$ cat src/rtl/led_pkg.sv
// Shared types and helpers for the LED fade sequencer and the PWM generator it drives.
package led_pkg;

   localparam int DUTY_W = 8;

   typedef enum logic [1:0] {
      IDLE = 2'd0,
      RAMP = 2'd1,
      HOLD = 2'd2
   } state_t;

   typedef enum logic {
      MODE_RAMP  = 1'b0,
      MODE_BLINK = 1'b1
   } mode_t;

   function automatic int period_clks(input int clk_freq, input int out_freq);
      return clk_freq / out_freq;
   endfunction

endpackage

$ cat src/rtl/led_fade_ctrl_period_timer.sv
// Free-running PWM period counter; strobes on the last clock of every period.
module period_timer
   import led_pkg::*;
#(
   parameter int CLK_FREQ = 20480000,
   parameter int OUT_FREQ = 100000
) (
   input  logic i_clk,
   input  logic i_rst,
   output logic o_ptick
);

   localparam int PERIOD = period_clks(CLK_FREQ, OUT_FREQ);
   localparam int CNT_W  = (PERIOD > 1) ? $clog2(PERIOD) : 1;

   logic [CNT_W-1:0] r_pcnt;
   logic             w_last;

   assign w_last  = (r_pcnt == CNT_W'(PERIOD - 1));
   assign o_ptick = w_last;

   always_ff @(posedge i_clk or posedge i_rst) begin
      if (i_rst) begin
         r_pcnt <= '0;
      end else if (w_last) begin
         r_pcnt <= '0;
      end else begin
         r_pcnt <= r_pcnt + CNT_W'(1);
      end
   end

endmodule

$ cat src/rtl/led_fade_ctrl.sv
// Command-driven duty sequencer: ramps or blinks the PWM duty, updating only on period boundaries.
module led_fade_ctrl
   import led_pkg::*;
#(
   parameter int CLK_FREQ = 20480000,
   parameter int OUT_FREQ = 100000
) (
   input  logic              clk,
   input  logic              Reset,
   input  logic              cmd_valid,
   output logic              cmd_ready,
   input  logic              cmd_mode,
   input  logic [DUTY_W-1:0] cmd_target,
   input  logic [7:0]        cmd_rate,
   input  logic [7:0]        cmd_hold,
   output logic [DUTY_W-1:0] duty,
   output logic              LEDen,
   output logic              busy,
   output logic              ptick
);

   state_t            r_state;
   mode_t             r_mode;
   logic [DUTY_W-1:0] r_target;
   logic [7:0]        r_rate;
   logic [7:0]        r_hold;
   logic [7:0]        r_scnt;
   logic [7:0]        r_hcnt;
   logic              r_phase_up;
   logic [DUTY_W-1:0] r_duty;
   logic              r_leden;

   logic              w_ptick;
   logic              w_accept;
   logic [DUTY_W-1:0] w_goal;
   logic              w_step_now;
   logic [DUTY_W-1:0] w_duty_next;
   logic              w_ramp_done;
   logic [7:0]        w_hold_last;

   period_timer #(
      .CLK_FREQ (CLK_FREQ),
      .OUT_FREQ (OUT_FREQ)
   ) u_timer (
      .i_clk   (clk),
      .i_rst   (Reset),
      .o_ptick (w_ptick)
   );

   assign ptick     = w_ptick;
   assign duty      = r_duty;
   assign LEDen     = r_leden;
   assign busy      = (r_state != IDLE);
   assign cmd_ready = (r_state == IDLE) || (r_mode == MODE_BLINK);
   assign w_accept  = cmd_valid && cmd_ready;

   assign w_goal      = r_phase_up ? r_target : '0;
   assign w_step_now  = (r_rate == 8'd0) || (r_scnt == r_rate - 8'd1);
   assign w_hold_last = (r_hold == 8'd0) ? 8'd0 : r_hold - 8'd1;

   // Stepping only moves toward the goal, so duty can never wrap past 0 or 255.
   always_comb begin
      w_duty_next = r_duty;
      if (r_rate == 8'd0) begin
         w_duty_next = w_goal;
      end else if (w_step_now) begin
         if (r_duty < w_goal) begin
            w_duty_next = r_duty + 8'd1;
         end else if (r_duty > w_goal) begin
            w_duty_next = r_duty - 8'd1;
         end
      end
   end

   assign w_ramp_done = (w_duty_next == w_goal);

   // A freshly accepted command wins over a coinciding ptick, so the old sequence skips that update.
   always_ff @(posedge clk or posedge Reset) begin
      if (Reset) begin
         r_state    <= IDLE;
         r_mode     <= MODE_RAMP;
         r_target   <= '0;
         r_rate     <= '0;
         r_hold     <= '0;
         r_scnt     <= '0;
         r_hcnt     <= '0;
         r_phase_up <= 1'b1;
         r_duty     <= '0;
         r_leden    <= 1'b0;
      end else if (w_accept) begin
         r_state    <= RAMP;
         r_mode     <= mode_t'(cmd_mode);
         r_target   <= cmd_target;
         r_rate     <= cmd_rate;
         r_hold     <= cmd_hold;
         r_scnt     <= '0;
         r_hcnt     <= '0;
         r_phase_up <= 1'b1;
      end else if (w_ptick) begin
         case (r_state)
            RAMP: begin
               r_duty  <= w_duty_next;
               r_leden <= (w_duty_next != '0);
               if (w_ramp_done) begin
                  r_state <= (r_mode == MODE_BLINK) ? HOLD : IDLE;
                  r_hcnt  <= '0;
                  r_scnt  <= '0;
               end else if (r_rate != 8'd0) begin
                  r_scnt <= w_step_now ? 8'd0 : r_scnt + 8'd1;
               end
            end
            HOLD: begin
               r_hcnt <= r_hcnt + 8'd1;
               if (r_hcnt == w_hold_last) begin
                  r_phase_up <= ~r_phase_up;
                  r_scnt     <= '0;
                  r_state    <= RAMP;
               end
            end
            default: begin
               r_state <= r_state;
            end
         endcase
      end
   end

endmodule

$ cat config.mk
export PLATFORM = sky130hd
export DESIGN_NAME = led_fade_ctrl
export DESIGN_NICKNAME = d
export VERILOG_FILES = /design/src/rtl/led_pkg.sv /design/src/rtl/led_fade_ctrl_period_timer.sv /design/src/rtl/led_fade_ctrl.sv
export SDC_FILE = /design/constraint.sdc
export NUM_CORES = 1
export LEC_CHECK = 0
export ABC_AREA = 1
export BUFFER_PORTS_ARGS = -buffer_cell sky130_fd_sc_hd__buf_2
export CORE_MARGIN = 4
export CORE_UTILIZATION = 59
export CTS_CLUSTER_SIZE = 40
export DETAILED_ROUTE_END_ITERATION = 8
export GPL_ROUTABILITY_DRIVEN = 1
export PLACE_DENSITY = 0.77
export SLEW_MARGIN = 10
export SYNTH_ARGS = -nofsm -noshare
export SYNTH_HDL_FRONTEND = slang
export SYNTH_HIERARCHICAL = 1
export SYNTH_SLANG_ARGS = --single-unit
export TNS_END_PERCENT = 10
$ cat constraint.sdc
create_clock -name clk -period 9.1 [get_ports clk]
set_input_delay 1.82 -clock clk [delete_from_list [all_inputs] [get_ports clk]]
set_output_delay 1.82 -clock clk [all_outputs]
set_load 0.01 [all_outputs]
== Word-level counts from Yosys, hierarchy flattened ==
Cells that the tools add are included.

* Bits in registers: 61
* Bits of input ports: 28
* Output and inout bits: 12
* Logic and storage cells: 77

* $add $sub $neg: 7
* Order comparisons: 2
* Equality and inequality tests: 9
* Mux-type cells: 28
* Bitwise logic cells: 2
* Reduce and logical (&&, ||, !) cells: 18

{| class="wikitable"
|+ Operators by type and width
! kind !! count
|-
| $mux 8 || 16
|-
| $add 8x1->8 const B || 4
|-
| $pmux 8 s2 || 2
|-
| $eq 8x8->1 || 3
|-
| $sub 8x1->8 const B || 3
|-
| $logic_not 8->1 || 2
|-
| $reduce_bool 8->1 || 2
|-
| $mux 2 || 5
|-
| $reduce_and 3->1 || 3
|-
| $eq 8x8->1 const B || 1
|-
| $gt 8x8->1 || 1
|-
| $lt 8x8->1 || 1
|-
| $reduce_and 4->1 || 2
|-
| $reduce_bool 2->1 || 4
|-
| $ne 3x3->1 const B || 2
|-
| $mux 1 || 4
|-
| $ne 4x4->1 const B || 1
|-
| $pmux 2 s2 || 1
|-
| $reduce_bool 3->1 || 1
|-
| $eq 2x1->1 const B || 1
|-
| $eq 2x2->1 const B || 1
|-
| $logic_not 2->1 || 1
|-
| $logic_or 1x1->1 || 2
|-
| $not 1->1 || 2
|-
| $logic_and 1x1->1 || 1
|}

== Logic depth before layout (Yosys ltp) ==
* Word-level depth: 11
* Depth in mapped cells: 29
* Gate-level depth less buffers: 27

== Cells and area by module ==
The synthesis kept the hierarchy.

{| class="wikitable"
|+ By module, submodules not included
! module !! instances !! cells an instance !! area an instance (um^2) !! seq. area each (um^2)
|-
| led_fade_ctrl || 1 || 647 || 4144.0 || 1327.5
|-
| period_timer || 1 || 51 || 415.4 || 200.2
|}

== Least setup slack after synthesis ==
No wires, ideal clock.

* Path kind: reg-to-reg
* Start point: register r_phase_up
* End point: register r_state[0]
* Library setup time: 0.119 ns
* Data arrival time: 2.929 ns
* Required time: 8.981 ns
* Setup slack: 6.052 ns
* Stages on the path, launching flop included: 22
* Path buffers: 3
* Period minus slack after synthesis: 3.048 ns
* Cells stage by stage: dfstp_2 > buf_1 > nand2_1 > ha_1 > nand2_1 > nor2_1 > nand4_1 > clkbuf_1 > or2_2 > nand2_2 > nand2_1 > nand3_1 > nand2_1 > nand2_1 > nand2_1 > nor2_4 > nand2_4 > nand2_4 > buf_6 > nand2_2 > nand2_1 > nand2_1

* Word-level cells in the longest chain between the ends: 9
* Elaborated cells between the ends (all ways): 10
* Classes of those cells: order compare: 2; eq/ne: 2; mux: 5; reduce/logical: 1

{| class="wikitable"
|+ Ends and longest elaborated chain
! item !! RTL line !! source
|-
| start, declared || led_fade_ctrl.sv:29 || <nowiki>logic r_phase_up;</nowiki>
|-
| start signal, assigned || led_fade_ctrl.sv:115 || <nowiki>r_phase_up <= ~r_phase_up;</nowiki>
|-
| $mux 8 * || led_fade_ctrl.sv:57 || <nowiki>assign w_goal = r_phase_up ? r_target : '0;</nowiki>
|-
| $gt 8x8->1 || led_fade_ctrl.sv:69 || <nowiki>end else if (r_duty > w_goal) begin</nowiki>
|-
| $mux 8 || led_fade_ctrl.sv:69 ||
|-
| $mux 8 || led_fade_ctrl.sv:67 || <nowiki>if (r_duty < w_goal) begin</nowiki>
|-
| $mux 8 || led_fade_ctrl.sv:66 || <nowiki>end else if (w_step_now) begin</nowiki>
|-
| $mux 8 || led_fade_ctrl.sv:64 || <nowiki>if (r_rate == 8'd0) begin</nowiki>
|-
| $eq 8x8->1 * || led_fade_ctrl.sv:75 || <nowiki>assign w_ramp_done = (w_duty_next == w_goal);</nowiki>
|-
| $ne 3x3->1 (no source line) * || n/a ||
|-
| $reduce_and 4->1 (no source line) * || n/a ||
|-
| end signal, assigned || led_fade_ctrl.sv:105 || <nowiki>r_state <= (r_mode == MODE_BLINK) ? HOLD : IDLE;</nowiki>
|-
| end signal, assigned || led_fade_ctrl.sv:121 || <nowiki>r_state <= r_state;</nowiki>
|-
| end, declared || led_fade_ctrl.sv:22 || <nowiki>state_t r_state;</nowiki>
|}

Every way passes the cells marked *; elsewhere a longest branch is shown, timed or not.
A chain may end at the register's enable or synchronous reset.

== Final worst setup path ==
* Start point: register r_phase_up
* End point: register r_hcnt[1]

* Word-level cells in the longest chain between the ends: 9
* Elaborated cells between the ends (all ways): 10
* Classes of those cells: order compare: 2; eq/ne: 2; mux: 5; reduce/logical: 1

{| class="wikitable"
|+ Ends and longest elaborated chain
! item !! RTL line !! source
|-
| $mux 8 * || led_fade_ctrl.sv:57 ||
|-
| $gt 8x8->1 || led_fade_ctrl.sv:69 ||
|-
| $mux 8 || led_fade_ctrl.sv:69 ||
|-
| $mux 8 || led_fade_ctrl.sv:67 ||
|-
| $mux 8 || led_fade_ctrl.sv:66 ||
|-
| $mux 8 || led_fade_ctrl.sv:64 ||
|-
| $eq 8x8->1 * || led_fade_ctrl.sv:75 ||
|-
| $ne 3x3->1 (no source line) * || n/a ||
|-
| $reduce_and 3->1 (no source line) * || n/a ||
|-
| end signal, assigned || led_fade_ctrl.sv:113 || <nowiki>r_hcnt <= r_hcnt + 8'd1;</nowiki>
|-
| end, declared || led_fade_ctrl.sv:28 || <nowiki>logic [7:0] r_hcnt;</nowiki>
|}

Marked as above.

==> summary.md <==
| Metric | Value |
|---|---|
| Outcome | `finished, final reports clean` |
| Netlist cell types | `35` |
| Ant diodes | `0` |
| CTS tree | `yes` |
| Core area | `7370 um2` |
| DR DRC count | `0` |
| Gate Count Post-Synth | `approximately 700` |
| Dpl cells | `821` |
| Slew Limit Fails | `0` |
| Cell mode on critical path | `nand2_1` |
| Worst path bufs/invs | `1` |
| Layout cell share with drive strength beyond 1 | `around an eighth` |
| Post-Synthesis Cell Area | `4560 um2` |
| Fmax | `272 MHz` |
| R2R Path End | `r_hcnt[1]` |
| Port Buffers | `39` |
| Grt ovf | `0` |
| FF-to-FF path depth | `20` |
| Num CTS Buffers | `9` |
| Internal reg-to-reg setup slack | `5.43 ns` |
| Vias per inst | `about 5.4` |
| First-pass GRT wire length | `between 15 and 20 mm` |
| HP Start | `LEDen` |
| Critical path type | `flop to flop` |
| Chip Width | `95.9 um` |
| CP top delay family | `simple AND/OR/NAND/NOR gates` |
| Worst hold path cell count | `2` |
| Final GP Congestion | `roughly 0.9` |
| WP depth | `20` |
| Hold Path Class | `flop to flop` |
| Worst Tran Pin Value | `0.930 ns` |
| Post-DP HPWL | `7.99 mm` |
| GRT Resource Usage Total | `between 20% and 30%` |
| DRT iter0 DRCs | `231` |
| RSZ-0062 raised after global routing | `no` |
| P&R area growth vs syn | `9.69%` |
| Worst path arrival time | `3.90 ns` |
| Seq. cell area | `1530 um2` |
| Most common cell after layout, fill and taps aside | `nand2_1` |
| Worst VDD drop | `between 0.00015 and 0.0002 V` |
| Initial antenna violation count | `0` |
| Via Count | `4,510` |
| Slew HR | `38.0%` |
| Fin cells | `837` |
| Final nets | `777` |
| Vias in the first global route | `about 4,300` |
| Fill count | `676` |
| CP Cell Sequence | `nand2_1 -> ha_1 -> nand2_1 -> nor2_1 -> nand2_1 -> nand2_1 -> inv_1 -> or2_2 -> nand2_2 -> nand2_1 -> nand3_1 -> nand2_1 -> nand2_1 -> nand2_1 -> nor2_4 -> nand2_4 -> nand2_4 -> nand2_2 -> nand2_1 -> nand2_1` |
| Maxcap violations | `0` |
| Clk sinks | `61` |
| CTS Buffer Depth | `2` |
| H-tree Lvls | `3` |
| Antenna viol nets, final | `0` |
| Final setup skew | `0.00337 ns` |
| Starting Density | `61.9%` |
| Final period util | `40.3%` |
| P_leak | `about 2.8 nW` |
| Period minus WS final | `approximately 3.7 ns` |
| Routed WL | `10.6 mm` |
| Post-CTS setup repair buffer count | `0` |
| Die Y | `95.9 um` |
| Wire length per cell | `around 13 um` |
| Final Util | `67.9%` |
| Sequential area share after synthesis | `33.5%` |
| Clock transition at path regs | `around 0.060 ns` |
| Post-CTS Hold Buffers | `0` |
| CP required | `9.33 ns` |
| YS warnings | `6` |
| R2R Path Start | `r_phase_up` |
| CP max-delay cell | `dfstp_2` |
| Die area | `9200 um2` |
| Pwr dens | `approximately 270 nW/um2` |
| Clk root buf | `clkbuf_8` |
| Number of synthesized register bits | `61` |
| Multi-input logic area | `2630 um2` |
| Final setup vio count | `0` |
| Largest fanout on the critical path | `16` |
| Syn Nets | `between 700 and 800` |
| Largest net degree at the start of global routing | `54` |
| CP peak stage delay | `0.64 ns` |
| Total Neg Setup Slack | `0 ns` |
| Io pins | `40` |
| WHS Endpoint | `LEDen` |
| Skew-Pair Late Insertion Delay | `around 0.34 ns` |
| Number of cell rows | `31` |
| Post-synthesis area per instance | `6.53 um2` |
| Drt first pass iters | `5` |
| Post-CTS sizing | `0` |
| Hold Fails Final Rpt | `0` |
| Critical Path End Type | `flop` |
| Crit path launch type | `flop` |
| Commonest non-fill, non-tap cells in the layout | `nand2_1 (262), inv_1 (76), nand3_1 (63)` |
-- worst max-delay path by stage --
stage / start / end / slack (ns)
after floorplan: Reset / LEDen / 6.00
after global placement: cmd_valid / r_scnt[0] / 5.23
after detailed placement: cmd_valid / duty[3] / 5.12
after CTS: r_phase_up / r_hcnt[5] / 5.46
after global routing: r_phase_up / r_hcnt[4] / 5.07
final: r_phase_up / r_hcnt[1] / 5.43
-- final cells by class --
class,count,area share (%)
well taps,99,2.48
multi-input cells,535,52.6
flip-flops and latches,61,30.5
inverters,87,6.65
clock buffers,16,3.80
repair buffers,39,3.90
-- cell families (layout without fill, tap and decap cells) --
group,count (synthesis),after routing,synth area share [%]
flops,61,61,33.5
compound gates,56,56,6.42
simple gates,440,440,42.5
fa+ha+maj,16,16,4.39
buf+inv,102,142,8.78
xor+xnor,23,23,4.42
-- tightest hold or removal path, delay by kind of cell, from the launching register on --
family	cells	cell delay, ns
flops	1	0.33
compound gates	1	0.06
simple gates	1	0.05
-- through the flow --
step / hold slack [ns] / setup WS, ns / cell area [um2] / power, mW
global route: 0.522 / 5.07 / 5000 / 1.51
detailed placement: 0.469 / 5.12 / 4810 / 1.14
floorplan: 0.449 / 6.00 / 4560 / 0.986
global placement: 0.464 / 5.23 / 4810 / 1.11
finish: 0.481 / 5.43 / 5000 / 1.37
CTS: 0.487 / 5.46 / 5000 / 1.37
-- metal layers --
layer	GRT usage [%]	part of all wire, %	vias up
li1	-	-	2276
met1	32.1	45	2112
met2	43.7	48	107
met3	4.85	5.0	15
met4	7.94	1.4	0
met5	0	0	-
-- power by group --
group	switching, mW	leakage [nW]	internal (mW)
sequential	0.0649	0.788	0.339
combinational	0.504	1.87	0.231
clock	0.101	0.0970	0.129
total	0.670	2.76	0.699
-- sequential cells by signal, indices dropped and copies added (netlist names) --
register and count:
LEDen 1, duty 8, r_hcnt 8, r_hold 8, r_mode 1, r_phase_up 1
r_rate 8, r_scnt 8, r_state 2, r_target 8, u_timer/r_pcnt 8
-- synth_stat cells (all sizes together) --
| library cell | number | area share [%] |
|---|---|---|
| or2 | 3 | 0.41 |
| a21oi | 10 | 1.1 |
| inv | 86 | 7.2 |
| xnor2 | 5 | 0.96 |
| a31oi | 1 | 0.14 |
| nand4 | 21 | 2.9 |
| nand2 | 273 | 24 |
| clkinv | 1 | 0.082 |
| a21o | 2 | 0.33 |
| clkbuf | 9 | 0.74 |
| dfrtp | 60 | 33 |
| o21ai | 42 | 4.7 |
| nor3b | 1 | 0.16 |
| nor3 | 9 | 0.99 |
| o211ai | 1 | 0.16 |
| nand3b | 1 | 0.16 |
| ha | 16 | 4.4 |
| dfstp | 1 | 0.58 |
| buf | 6 | 0.77 |
| nor4 | 1 | 0.47 |
| nor2 | 66 | 6.4 |
| nand3 | 65 | 7.5 |
| xor2 | 18 | 3.5 |
No activity file was read; power rests on OpenSTA's default activity.
